### config.mk
export PLATFORM = sky130hd
export DESIGN_NAME = alu_sequencer
export DESIGN_NICKNAME = d
export VERILOG_FILES = /design/src/rtl/alu_sequencer.sv
export SDC_FILE = /design/constraint.sdc
export NUM_CORES = 1
export LEC_CHECK = 0
export BUFFER_PORTS_ARGS = -buffer_cell sky130_fd_sc_hd__buf_4
export CORE_MARGIN = 4
export CORE_UTILIZATION = 54
export CTS_BUF_LIST = sky130_fd_sc_hd__clkbuf_2 sky130_fd_sc_hd__clkbuf_4 sky130_fd_sc_hd__clkbuf_8
export CTS_CLUSTER_SIZE = 24
export DETAILED_ROUTE_END_ITERATION = 8
export GPL_ROUTABILITY_DRIVEN = 1
export PLACE_DENSITY = 0.88
export REMOVE_ABC_BUFFERS = 1
export SYNTH_ARGS = -nofsm -noshare
export SYNTH_HDL_FRONTEND = slang
export SYNTH_SLANG_ARGS = --single-unit
### constraint.sdc
create_clock -name clk -period 3.56 [get_ports clk]
set_clock_uncertainty 0.1 [all_clocks]
set_input_delay 0.178 -clock clk [delete_from_list [all_inputs] [get_ports clk]]
set_output_delay 0.178 -clock clk [all_outputs]
set_load 0.01 [all_outputs]
### src/rtl/alu_sequencer.sv
// Multi-cycle driver for a 4-bit combinational ALU: streams a NIBBLES-wide operation
// LSB-first through the ALU, chaining carry, then reports result/carry/zero with a done pulse.
module alu_sequencer #(
  parameter int unsigned NIBBLES = 2,
  localparam int unsigned W = 4 * NIBBLES
) (
  input  logic         clk,
  input  logic         rst_n,
  input  logic         start_i,
  input  logic [2:0]   op_i,
  input  logic [W-1:0] opa_i,
  input  logic [W-1:0] opb_i,
  input  logic         cin_init_i,
  output logic         busy_o,
  output logic         done_o,
  output logic         err_o,
  output logic [W-1:0] result_o,
  output logic         carry_o,
  output logic         zero_o,
  output logic [3:0]   alu_a_o,
  output logic [3:0]   alu_b_o,
  output logic [2:0]   alu_sel_o,
  output logic         alu_cin_o,
  input  logic [3:0]   alu_out_i,
  input  logic         alu_cout_i
);

  localparam int unsigned IdxW = (NIBBLES > 1) ? $clog2(NIBBLES) : 1;
  localparam logic [2:0] SelPassA = 3'b111;

  typedef enum logic [1:0] {StIdle, StRun, StDone} state_e;

  state_e            state_q, state_d;
  logic [IdxW-1:0]   idx_q, idx_d;
  logic [W-1:0]      a_q, a_d;
  logic [W-1:0]      b_q, b_d;
  logic [2:0]        op_q, op_d;
  logic              carry_q, carry_d;
  logic [W-1:0]      result_q, result_d;
  logic              err_q, err_d;
  logic [3:0]        nib_a, nib_b;
  logic              arith;

  assign arith = ~op_q[2];

  // Constant-index loop avoids width pitfalls of a variable part-select on a narrow idx.
  always_comb begin
    nib_a = 4'h0;
    nib_b = 4'h0;
    for (int unsigned i = 0; i < NIBBLES; i++) begin
      if (idx_q == IdxW'(i)) begin
        nib_a = a_q[4*i +: 4];
        nib_b = b_q[4*i +: 4];
      end
    end
  end

  always_comb begin
    state_d   = state_q;
    idx_d     = idx_q;
    a_d       = a_q;
    b_d       = b_q;
    op_d      = op_q;
    carry_d   = carry_q;
    result_d  = result_q;
    err_d     = 1'b0;
    alu_a_o   = 4'h0;
    alu_b_o   = 4'h0;
    alu_sel_o = SelPassA;
    alu_cin_o = 1'b0;

    unique case (state_q)
      StIdle: begin
        if (start_i) begin
          if (op_i[2:1] != 2'b00) begin
            a_d     = opa_i;
            b_d     = opb_i;
            op_d    = op_i;
            idx_d   = '0;
            carry_d = ~op_i[2] & cin_init_i;
            state_d = StRun;
          end else begin
            err_d = 1'b1;
          end
        end
      end
      StRun: begin
        alu_a_o   = nib_a;
        alu_b_o   = nib_b;
        alu_sel_o = op_q;
        alu_cin_o = arith & carry_q;
        for (int unsigned i = 0; i < NIBBLES; i++) begin
          if (idx_q == IdxW'(i)) result_d[4*i +: 4] = alu_out_i;
        end
        carry_d = arith & alu_cout_i;
        idx_d   = idx_q + 1'b1;
        if (idx_q == IdxW'(NIBBLES - 1)) state_d = StDone;
      end
      StDone: begin
        state_d = StIdle;
      end
      default: state_d = StIdle;
    endcase
  end

  always_ff @(posedge clk or negedge rst_n) begin
    if (!rst_n) begin
      state_q  <= StIdle;
      idx_q    <= '0;
      a_q      <= '0;
      b_q      <= '0;
      op_q     <= SelPassA;
      carry_q  <= 1'b0;
      result_q <= '0;
      err_q    <= 1'b0;
    end else begin
      state_q  <= state_d;
      idx_q    <= idx_d;
      a_q      <= a_d;
      b_q      <= b_d;
      op_q     <= op_d;
      carry_q  <= carry_d;
      result_q <= result_d;
      err_q    <= err_d;
    end
  end

  assign busy_o   = (state_q != StIdle);
  assign done_o   = (state_q == StDone);
  assign err_o    = err_q;
  assign result_o = result_q;
  assign carry_o  = carry_q;
  assign zero_o   = (result_q == '0);

endmodule

# Word level (Yosys, flattened, before mapping)
# Cells that the tools add are included.
[word_totals]
regBits = 32
inputBits = 28
output_inout_bits = 25
elab_cells = 50
[op_classes]
addsub = 1
n_eq_ne = 5
muxes = 19
bitwise_logic = 6
reduce_logical = 10
[op_table]
columns = ["op", "n"]
rows = [
  ["2-to-1 mux 4 bit", 4],
  ["AND reduction 3 bit", 3],
  ["logical NOT 8 bit", 1],
  ["2-to-1 mux 1 bit", 8],
  ["2-to-1 mux 2 bit", 3],
  ["!= test 2 bit, second input constant", 3],
  ["nonzero test 2 bit", 3],
  ["case mux 1 bit (2 select lines)", 2],
  ["case mux 2 bit (2 select lines)", 1],
  ["AND reduction 2 bit", 2],
  ["bitwise AND 1 bit", 3],
  ["2-to-1 mux 3 bit", 1],
  ["inverter 1 bit", 3],
  ["== test 2 x 1 -> 1 bit, second input constant", 1],
  ["== test 2 bit, second input constant", 1],
  ["logical NOT 2 bit", 1],
  ["adder 1 bit, second input constant", 1],
]

# Longest topological paths before layout
# Gate-level depths: netlist (run 1).
[depth]
ltp_word = 5
mapped_depth = 5
depth_no_buf = 3

# Worst setup path before layout (run 1)
# No wires, ideal clock.
[synth_timing]
path_kind = "register -> register"
startpoint = "register state_q[1]"
endpoint = "register a_q[4]"
setup_time_ns = 0.127
arrival_time_ns = 1.407
required_time_ns = 3.333
path_slack_ns = 1.926
stages_incl_launch_ff = 6
n_path_buf = 2
synth_period_minus_slack_ns = 1.634
path_cell_list = "dfrtp_1 nor3b_4 o21a_1 buf_4 buf_8 mux2_1"
[synth_between]
elab_chain_cells = 2
[synth_rtl]
columns = ["element", "line", "rtl"]
rows = [
  ["from (decl)", "33", "state_e state_q, state_d;"],
  ["from (signal assigned)", "108", "state_q <= StIdle;"],
  ["from (signal assigned)", "117", "state_q <= state_d;"],
  ["logical NOT 2 bit", "72", "unique case (state_q)"],
  ["AND reduction 3 bit (no source line)", "n/a", ""],
  ["to (signal assigned)", "110", "a_q <= '0;"],
  ["to (signal assigned)", "119", "a_q <= a_d;"],
  ["to (decl)", "35", "logic [W-1:0] a_q, a_d;"],
]
# Every way passes these cells.
# A chain may end at the register's enable or synchronous reset.

# Worst setup path after layout (run 1)
[layout_timing]
startpoint = "register state_q[1]"
endpoint = "output port alu_b_o[1]"
[layout_between]
elab_chain_cells = 2
[layout_rtl]
columns = ["element", "line", "rtl"]
rows = [
  ["== test 2 x 1 -> 1 bit", "72", ""],
  ["2-to-1 mux 4 bit", "72", ""],
  ["to (decl)", "21", "output logic [3:0] alu_b_o,"],
]
# Every way passes these cells.

==> flow_summary.json, run 1 <==
{
  "cpMaxStageDelayCell": "nor2b_1",
  "fin_nets": 204,
  "detail_route.wl_per_cell_um": 16.6,
  "die_height_um": 59.1,
  "antenna_found_initial": 0,
  "grt_pass1_wl_mm": 5.55,
  "fmax_ghz": 0.387,
  "synth_area_leaders": "dfrtp_1 (52%), mux2_1 (20%), a22o_1 (6.2%)",
  "cts_tree": "yes",
  "cp_cell_sequence": "and2b_4, nor2b_1, a22o_1, buf_4",
  "fp.dieW_um": 59.1,
  "core_area_um2": 2480,
  "synth_edf_count": 0,
  "cp-start-kind": "register",
  "rows": 18,
  "power_density_nw_per_um2": 770,
  "min_path_type": "in2reg",
  "drv_cap": 0,
  "clk_latency_ps": 320,
  "syn_area_um2": 1410,
  "synth-async-reset-ratio": 1.00,
  "relSlewSlack": 0.326,
  "numCtsBuffers": 5,
  "endpoint_kind": "primary output",
  "hold_slack_ps": 49.7,
  "drtIter0Drc": 35,
  "grt_overflow": 0,
  "synth_largest_area_cell": "dfrtp_1",
  "antenna_cells": 0,
  "vias_per_cell": 5.24,
  "min_path_cells": 2,
  "cts.sinks": 32,
  "synth.most_common_cell": "dfrtp_1",
  "grt_usage": 0.218,
  "ios": 53,
  "ys_seq_area_frac": 0.571,
  "grt_max_degree": 33,
  "grt_pass1_vias": 1188,
  "ctsLongestPathBuffers": 2,
  "setup_tns_ps": 0,
  "ant_nets": 0,
  "ys_types": 24,
  "period_share": 0.725,
  "hpwl_mm": 2.22,
  "crit_required_ps": 3280,
  "finalCriticalPeriod_ps": 2580,
  "port_buffers": 52,
  "yosys_warnings": 0,
  "dieArea_um2": 3490,
  "rr_worst_depth": 3,
  "place_area_um2": 1790,
  "num_vias": 1085,
  "hold_viol_final": 0,
  "rsz0062_at_grt": "false",
  "arrival_ps": 2300,
  "yosys_most_used_dff": "dfrtp_1",
  "leakagePower_nw": 0.986,
  "cts-root-buf": "clkbuf_4",
  "drive_above_1_share": 0.379,
  "r2r_start": "state_q[1]",
  "worstSetupStartpoint": "state_q[1]",
  "area_growth_pct": 48.2,
  "netlist_instances": 98,
  "tightest_slew_ps": 1010,
  "start_util": 0.569,
  "status": "complete, no violations",
  "drt-pass1-iter-count": 4,
  "path_class": "reg2out",
  "cts_hold_buffers": 24,
  "postCtsSetupRepairBufs": 0,
  "crit_fanout": 14,
  "min_from": "op_i[2]",
  "postLayoutCellArea_um2": 2090,
  "setup_viol": 0,
  "critPathMaxStageDelay_ps": 800,
  "r2r_setup_slack_ps": 1400,
  "avgSynthCellArea_um2": 14.4,
  "gp_congestion": 0.751,
  "vdd_drop_max_mv": 0.529,
  "synth_seq_cells": 32,
  "drc_errors": 0,
  "wl_mm": 3.44,
  "cts_max_level": 2,
  "synth_commonest_cells": "dfrtp_1 (29), mux2_1 (25), a22o_1 (10)",
  "synth_top_area_share": 0.515,
  "maxSlewViolCount": 0,
  "path_clk_slew_ps": 100,
  "cts_resized": 0
}
## routing by layer
metal	vias to the layer above	GRT usage	part of all wire
met5	-	0	0
met4	0	0.104	0.033
met3	13	0.0784	0.081
met2	52	0.360	0.48
met1	516	0.251	0.40
li1	504	-	-
## cell type report
type / count / area (um^2)
Sequential cell: 32 / 805
Clock inverter: 2 / 10.0
Clock buffer: 6 / 51.3
Timing Repair Buffer: 76 / 631
Multi-Input combinational cell: 60 / 551
Fill cell: 123 / 389
Inverter: 1 / 3.75
Tap cell: 30 / 37.5
## final timing paths
path	to
hold reg to reg	a_q[4]
max in group asynchronous	op_q[2]
setup reg to reg	result_o[3]
hold / removal	op_q[2]
min in group asynchronous	result_o[4]
setup / recovery	alu_b_o[1]
## power by group
part / internal, W / switching, W
Combinational: 0.000407 / 0.000314
Clock: 0.0000940 / 0.000123
Sequential: 0.000555 / 0.000115
Total: 0.00106 / 0.000552
## placed cells by master (no fill, tap or decap)
| cell | netlist | routed |
|---|---|---|
| a21o_1 | 1 | 1 |
| a22o_1 | 10 | 10 |
| and2_4 | 1 | 1 |
| and2b_4 | 1 | 1 |
| buf_4 | 1 | 52 |
| clkbuf_4 | 0 | 5 |
| clkbuf_8 | 0 | 1 |
| clkinv_2 | 0 | 2 |
| dfrtp_1 | 29 | 29 |
| dfstp_2 | 3 | 3 |
| dlygate4sd3_1 | 0 | 24 |
| inv_1 | 1 | 1 |
| mux2_1 | 25 | 25 |
| mux2i_1 | 2 | 2 |
| nand2_1 | 2 | 2 |
| nand2b_1 | 3 | 3 |
| nor2_1 | 2 | 2 |
| nor2b_1 | 4 | 4 |
| nor3b_1 | 1 | 1 |
| nor3b_4 | 1 | 1 |
| o21a_1 | 2 | 2 |
| o21bai_1 | 1 | 1 |
| or2_1 | 1 | 1 |
| or2_2 | 1 | 1 |
| or4_1 | 2 | 2 |
## per-stage QoR
step,utilization,cells,setup WS [ps],power [W]
4_1_cts,0.843,207,942,0.00161
3_3_place_gp,0.721,175,1370,0.00134
5_1_grt,0.843,207,813,0.00172
3_5_place_dp,0.721,175,1320,0.00138
2_1_floorplan,-,93,1690,0.00104
6_report,0.843,207,978,0.00161
## worst max-delay path, delay by kind of cell, from the launching register on
family,cells,cell delay [ps]
and+or+nand+nor,2,1110
DFF,1,450
buffers and inverters,1,120
AOI/OAI and AO/OA,1,290
## flip-flops by register name (all words and copies together), names as in the netlist
signal    count
state_q       2
a_q           8
carry_o       1
op_q          3
b_q           8
err_o         1
idx_q         1
result_o      8
## cells by family after synthesis
family                 after synthesis  share of synthesized area
AOI/OAI and AO/OA                   14                     0.0835
buffers and inverters                6                     0.0382
DFF                                 32                      0.571
muxes                               27                      0.214
and+or+nand+nor                     19                     0.0933
(Power assumes the default switching activity.)
==> inputs of run 2 (changes only) <==
--- a/config.mk
+++ b/config.mk
@@ -5,14 +5,15 @@
 export SDC_FILE = /design/constraint.sdc
 export NUM_CORES = 1
 export LEC_CHECK = 0
+export ABC_AREA = 1
 export BUFFER_PORTS_ARGS = -buffer_cell sky130_fd_sc_hd__buf_4
 export CORE_MARGIN = 4
-export CORE_UTILIZATION = 54
+export CORE_UTILIZATION = 46
 export CTS_BUF_LIST = sky130_fd_sc_hd__clkbuf_2 sky130_fd_sc_hd__clkbuf_4 sky130_fd_sc_hd__clkbuf_8
 export CTS_CLUSTER_SIZE = 24
 export DETAILED_ROUTE_END_ITERATION = 8
 export GPL_ROUTABILITY_DRIVEN = 1
-export PLACE_DENSITY = 0.88
+export PLACE_DENSITY = 0.79
 export REMOVE_ABC_BUFFERS = 1
 export SYNTH_ARGS = -nofsm -noshare
 export SYNTH_HDL_FRONTEND = slang
==> constraint.sdc (replaced) <==
create_clock -name clk -period 2.1 [get_ports clk]
set_clock_uncertainty 0.1 [all_clocks]
set_input_delay 0.105 -clock clk [delete_from_list [all_inputs] [get_ports clk]]
set_output_delay 0.105 -clock clk [all_outputs]
set_load 0.01 [all_outputs]
==> run 2 against run 1 <==
  * Sequential share of layout area down 2.5 points
  * Critical path depth is 2 higher
  * Cell count is 48% higher
  * Power grew 78%
  * Global-route usage down 2.8 points
  * Wire length grew 1.1%
==> flow_summary.json, run 2 <==
{
  "status": "complete, no violations",
  "finalCriticalPeriod_ps": 1870,
  "hold_slack_ps": 85.0,
  "avgSynthCellArea_um2": 8.22,
  "cts.sinks": 32,
  "core_area_um2": 3080,
  "start_util": 0.481,
  "crit_required_ps": 1890,
  "critPathMaxStageDelay_ps": 400,
  "final_cell_mix": "nand2_1 (71), buf_4 (54), dfrtp_1 (29), inv_1 (25), dlygate4sd3_1 (25)",
  "min_path_cells": 7,
  "cts-root-buf": "clkbuf_4",
  "drc_errors": 0,
  "drv_cap": 0,
  "cp-start-kind": "register",
  "synth_largest_area_cell": "dfrtp_1",
  "setup_viol": 0,
  "power_density_nw_per_um2": 1280,
  "grt_pass1_wl_mm": 5.98,
  "gp_congestion": 0.833,
  "rsz0062_at_grt": "false",
  "cts_resized": 0,
  "grt_overflow": 0,
  "ys_types": 15,
  "ctsLongestPathBuffers": 2,
  "ios": 53,
  "grt_pass1_vias": 1382,
  "synth.most_common_cell": "nand2_1",
  "r2r_setup_slack_ps": 550,
  "wl_mm": 3.48,
  "dp_slack_ps": 603,
  "drt-pass1-iter-count": 4,
  "hpwl_mm": 2.30,
  "yosys_warnings": 0,
  "antenna_found_initial": 0,
  "antenna_cells": 0,
  "fmax_ghz": 0.533,
  "syn_area_um2": 1480,
  "min_path_type": "in2reg",
  "rr_worst_depth": 6,
  "maxSlewViolCount": 0,
  "arrival_ps": 1670,
  "fp.dieW_um": 64.7,
  "drive_above_1_share": 0.304,
  "hold_viol_final": 0,
  "area_growth_pct": 50.8,
  "postCtsSetupRepairBufs": 0,
  "worst_slack_ps": 226,
  "dieArea_um2": 4190,
  "synth_commonest_cells": "nand2_1 (71), dfrtp_1 (29), inv_1 (25)",
  "rr_endpoint": "a_q[0]",
  "yosys_most_used_dff": "dfrtp_1",
  "synth_top_area_share": 0.490,
  "cts_max_level": 2,
  "synth_area_leaders": "dfrtp_1 (49%), nand2_1 (18%), inv_1 (6.3%)",
  "cts_tree": "yes",
  "cts_hold_buffers": 25,
  "period_share": 0.893,
  "rows": 20,
  "setup_tns_ps": 0,
  "ant_nets": 0,
  "numCtsBuffers": 5,
  "path_clk_slew_ps": 90,
  "ys_seq_area_frac": 0.544,
  "path_class": "reg2out",
  "vias_per_cell": 4.49,
  "netlist_instances": 180,
  "detail_route.wl_per_cell_um": 11.3,
  "tightest_slew_ps": 396,
  "relSlewSlack": 0.736,
  "num_vias": 1377,
  "die_height_um": 64.7,
  "r2r_start": "state_q[0]",
  "place_area_um2": 1900,
  "drtIter0Drc": 44,
  "endpoint_kind": "primary output",
  "cp_cell_sequence": "inv_1, nand2_2, inv_2, nand2_4, o21ai_0, buf_4",
  "synth_seq_cells": 32,
  "port_buffers": 52,
  "min_from": "alu_cout_i",
  "postLayoutCellArea_um2": 2230,
  "crit_fanout": 18,
  "synth-async-reset-ratio": 1.00,
  "vdd_drop_max_mv": 0.706,
  "min_to": "carry_o",
  "fin_nets": 290,
  "mostFrequentLayoutCell": "nand2_1",
  "grt_max_degree": 33,
  "cpMaxStageDelayCell": "dfrtp_1",
  "grt_usage": 0.189,
  "synth_edf_count": 0,
  "leakagePower_nw": 1.20,
  "clk_latency_ps": 340
}
run 2: cell count changes after synthesis, moves of 4 or more:
cell	delta
o21ai_0	+18
mux2_1	-25
o21ai_2	+8
nor2_1	+11
nand2_1	+69
a22o_1	-10
nor2b_1	-4
inv_1	+24
run 2: cell families (layout without fill, tap and decap cells):
| kind of cell | Yosys count | in the layout | share of synthesized area |
|---|---|---|---|
| AND/OR/NAND/NOR | 89 | 89 | 0.247 |
| flip-flops | 32 | 32 | 0.544 |
| buffers and inverters | 31 | 114 | 0.0947 |
| AO/OA/AOI/OAI | 28 | 28 | 0.115 |
run 2: cell type report:
class / instances / area [um^2]
clock buffers: 6 / 45.0
clock inverters: 2 / 35.0
fillers: 251 / 846
inverters: 27 / 101
multi-input cells: 117 / 536
flip-flops and latches: 32 / 805
well taps: 44 / 55.1
repair buffers: 79 / 656
run 2: metrics by stage:
stage	instances	total power, W	utilization
2_1_floorplan	176	0.00181	-
3_3_place_gp	274	0.00233	0.618
3_5_place_dp	274	0.00237	0.618
4_1_cts	307	0.00289	0.725
5_1_grt	307	0.00309	0.725
6_report	307	0.00286	0.725
run 2: layer usage:
metal	GRT usage	up-vias	share of wire
met5	0	-	0
met3	0.0520	7	0.068
met2	0.335	45	0.51
met4	0.0844	0	0.018
met1	0.211	615	0.40
li1	-	710	-
run 2: worst max-delay path by stage:
stage / start / endpoint / slack, ps / cells past startpoint
2_1_floorplan: state_q[0] / a_q[4] / 450 / 6
3_3_place_gp: state_q[1] / alu_b_o[2] / 610 / 6
3_5_place_dp: state_q[0] / b_q[1] / 600 / 5
4_1_cts: state_q[1] / alu_b_o[2] / 230 / 6
5_1_grt: state_q[1] / alu_b_o[2] / 110 / 6
6_report: state_q[1] / alu_b_o[2] / 230 / 6
run 2: worst max-delay path, delay by kind of cell, from the launching register on:
kind / cells / cell delay, ps
flops: 1 / 400
simple gates: 2 / 300
compound gates: 1 / 230
buf+inv: 3 / 400
run 2: where the power goes:
part / switching [W] / leakage (nW) / internal, W / total, W
Clock: 0.000215 / 0.0456 / 0.000262 / 0.000477
Sequential: 0.000156 / 0.392 / 0.000922 / 0.00108
Combinational: 0.000737 / 0.760 / 0.000565 / 0.00130
==> inputs of run 3 (changes only) <==
--- a/config.mk
+++ b/config.mk
@@ -13,7 +13,7 @@
 export CTS_CLUSTER_SIZE = 24
 export DETAILED_ROUTE_END_ITERATION = 8
 export GPL_ROUTABILITY_DRIVEN = 1
-export PLACE_DENSITY = 0.79
+export PLACE_DENSITY = 0.78
 export REMOVE_ABC_BUFFERS = 1
 export SYNTH_ARGS = -nofsm -noshare
 export SYNTH_HDL_FRONTEND = slang
==> run 3 against run 2 <==
  * Clock-buffer cell count down 1
  * Combinational power is essentially flat
  * Final area unchanged
  * Non-clock buffer count unchanged
  * Global-route usage down 0.40 points
  * Flip-flop and latch count is the same
==> flow_summary.json, run 3 (synthesis results as in run 2) <==
{
  "status": "complete, no violations",
  "ant_nets": 0,
  "hold_slack_ps": 62.7,
  "period_share": 0.895,
  "antenna_found_initial": 0,
  "grt_overflow": 0,
  "crit_required_ps": 1890,
  "fmax_ghz": 0.532,
  "min_path_type": "in2reg",
  "area_growth_pct": 50.8,
  "drt-pass1-iter-count": 4,
  "maxSlewViolCount": 0,
  "fp.dieW_um": 64.7,
  "wl_met3_um": 267,
  "power.net_switching_w": 0.00110,
  "grt_usage": 0.185,
  "cp_cell_sequence": "inv_1, nand2_2, inv_2, nand2_4, o21ai_0, buf_4",
  "hpwl_mm": 2.26,
  "arrival_ps": 1670,
  "dieArea_um2": 4190,
  "num_vias": 1358,
  "mostFrequentLayoutCell": "nand2_1",
  "wl_mm": 3.40,
  "wl_met2_mm": 1.70,
  "stdcell_count": 307,
  "setup_tns_ps": 0,
  "pwr-share-comb": 0.458,
  "tightest_slew_ps": 391,
  "grt_pass1_wl_mm": 5.93,
  "swShare": 0.389,
  "power_density_nw_per_um2": 1270,
  "crit_fanout": 18,
  "finalCriticalPeriod_ps": 1880,
  "cts_hold_buffers": 25,
  "rsz0062_at_grt": "false",
  "drc_errors": 0,
  "intPower_w": 0.00174,
  "met1Wirelength_mm": 1.39,
  "seq_power_share": 0.378,
  "clk_latency_ps": 340,
  "cp-start-kind": "register",
  "leakagePower_nw": 1.19,
  "port_buffers": 52,
  "ios": 53,
  "postCtsSetupRepairBufs": 0,
  "path_class": "reg2out",
  "share_clk_of_total_power": 0.164,
  "start_util": 0.481,
  "rows": 20,
  "highest_layer": "met4",
  "placed_cells": 274,
  "numCtsBuffers": 5,
  "vias_per_cell": 4.42,
  "critPathMaxStageDelay_ps": 400,
  "grt_max_degree": 33,
  "cpMaxStageDelayCell": "dfrtp_1",
  "hold_viol_final": 0,
  "final_cell_mix": "nand2_1 (71), buf_4 (54), dfrtp_1 (29), inv_1 (25), dlygate4sd3_1 (25)",
  "r2r_setup_slack_ps": 620,
  "detail_route.wl_per_cell_um": 11.1,
  "drv_cap": 0,
  "relSlewSlack": 0.739,
  "endpoint_kind": "primary output",
  "grt_pass1_vias": 1360,
  "cts_tree": "yes",
  "drive_above_1_share": 0.304,
  "path_clk_slew_ps": 100,
  "cts_resized": 0,
  "cts-root-buf": "clkbuf_4",
  "core_area_um2": 3080,
  "cts_max_level": 2,
  "drtIter0Drc": 48,
  "fin_nets": 290,
  "ctsLongestPathBuffers": 2,
  "antenna_cells": 0,
  "cts.sinks": 32,
  "vdd_drop_max_mv": 0.950,
  "setup_viol": 0,
  "die_height_um": 64.7,
  "gp_congestion": 0.828
}
run 3: cell types whose count changed in the layout (fill, tap and decap cells not counted), sizes merged:
cell	delta
clkinvlp	+1
clkbuf	-1
run 3: stage by stage:
stage	setup slack, ps	instance area, um^2	total power [W]	utilization
3_3_place_gp	603	1900	0.00233	0.618
3_5_place_dp	613	1900	0.00236	0.618
6_report	221	2230	0.00284	0.725
2_1_floorplan	449	1440	0.00181	-
4_1_cts	197	2230	0.00287	0.725
5_1_grt	68.3	2230	0.00311	0.725
run 3: final timing paths:
path | endpoint | from | depth (start not counted)
setup / recovery | alu_b_o[2] | state_q[1] | 6
min in group asynchronous | result_o[1] | rst_n | 2
max in group asynchronous | op_q[2] | rst_n | 2
hold reg to reg | b_q[7] | b_q[7] | 2
hold / removal | carry_o | cin_init_i | 7
setup reg to reg | b_q[6] | state_q[0] | 6
run 3: critical path, delay by kind of cell (launching register included):
family / cells / cell delay [ps]
AND/OR/NAND/NOR: 2 / 300
buffers and inverters: 3 / 410
flip-flops: 1 / 400
AO/OA/AOI/OAI: 1 / 220
run 3: power by group through the flow:
stage	Clock (W)	Sequential, W	Combinational (W)
floorplan	0	0.00110	0.000716
global route	0.000516	0.00111	0.00147
detailed placement	0	0.00109	0.00127
finish	0.000467	0.00107	0.00130
CTS	0.000476	0.00107	0.00132
global placement	0	0.00108	0.00125
run 3: cell type report:
| cell class | count | area (um^2) |
|---|---|---|
| clock buffers | 5 | 37.5 |
| clock inverters | 3 | 42.5 |
| fillers | 263 | 846 |
| inverters | 27 | 101 |
| multi-input cells | 117 | 536 |
| flip-flops and latches | 32 | 805 |
| well taps | 44 | 55.1 |
| repair buffers | 79 | 656 |
run 3: routing by layer:
| layer | up-vias | GRT usage |
|---|---|---|
| met1 | 602 | 0.214 |
| met4 | 0 | 0.0554 |
| li1 | 708 | - |
| met5 | - | 0 |
| met3 | 5 | 0.0832 |
| met2 | 43 | 0.308 |
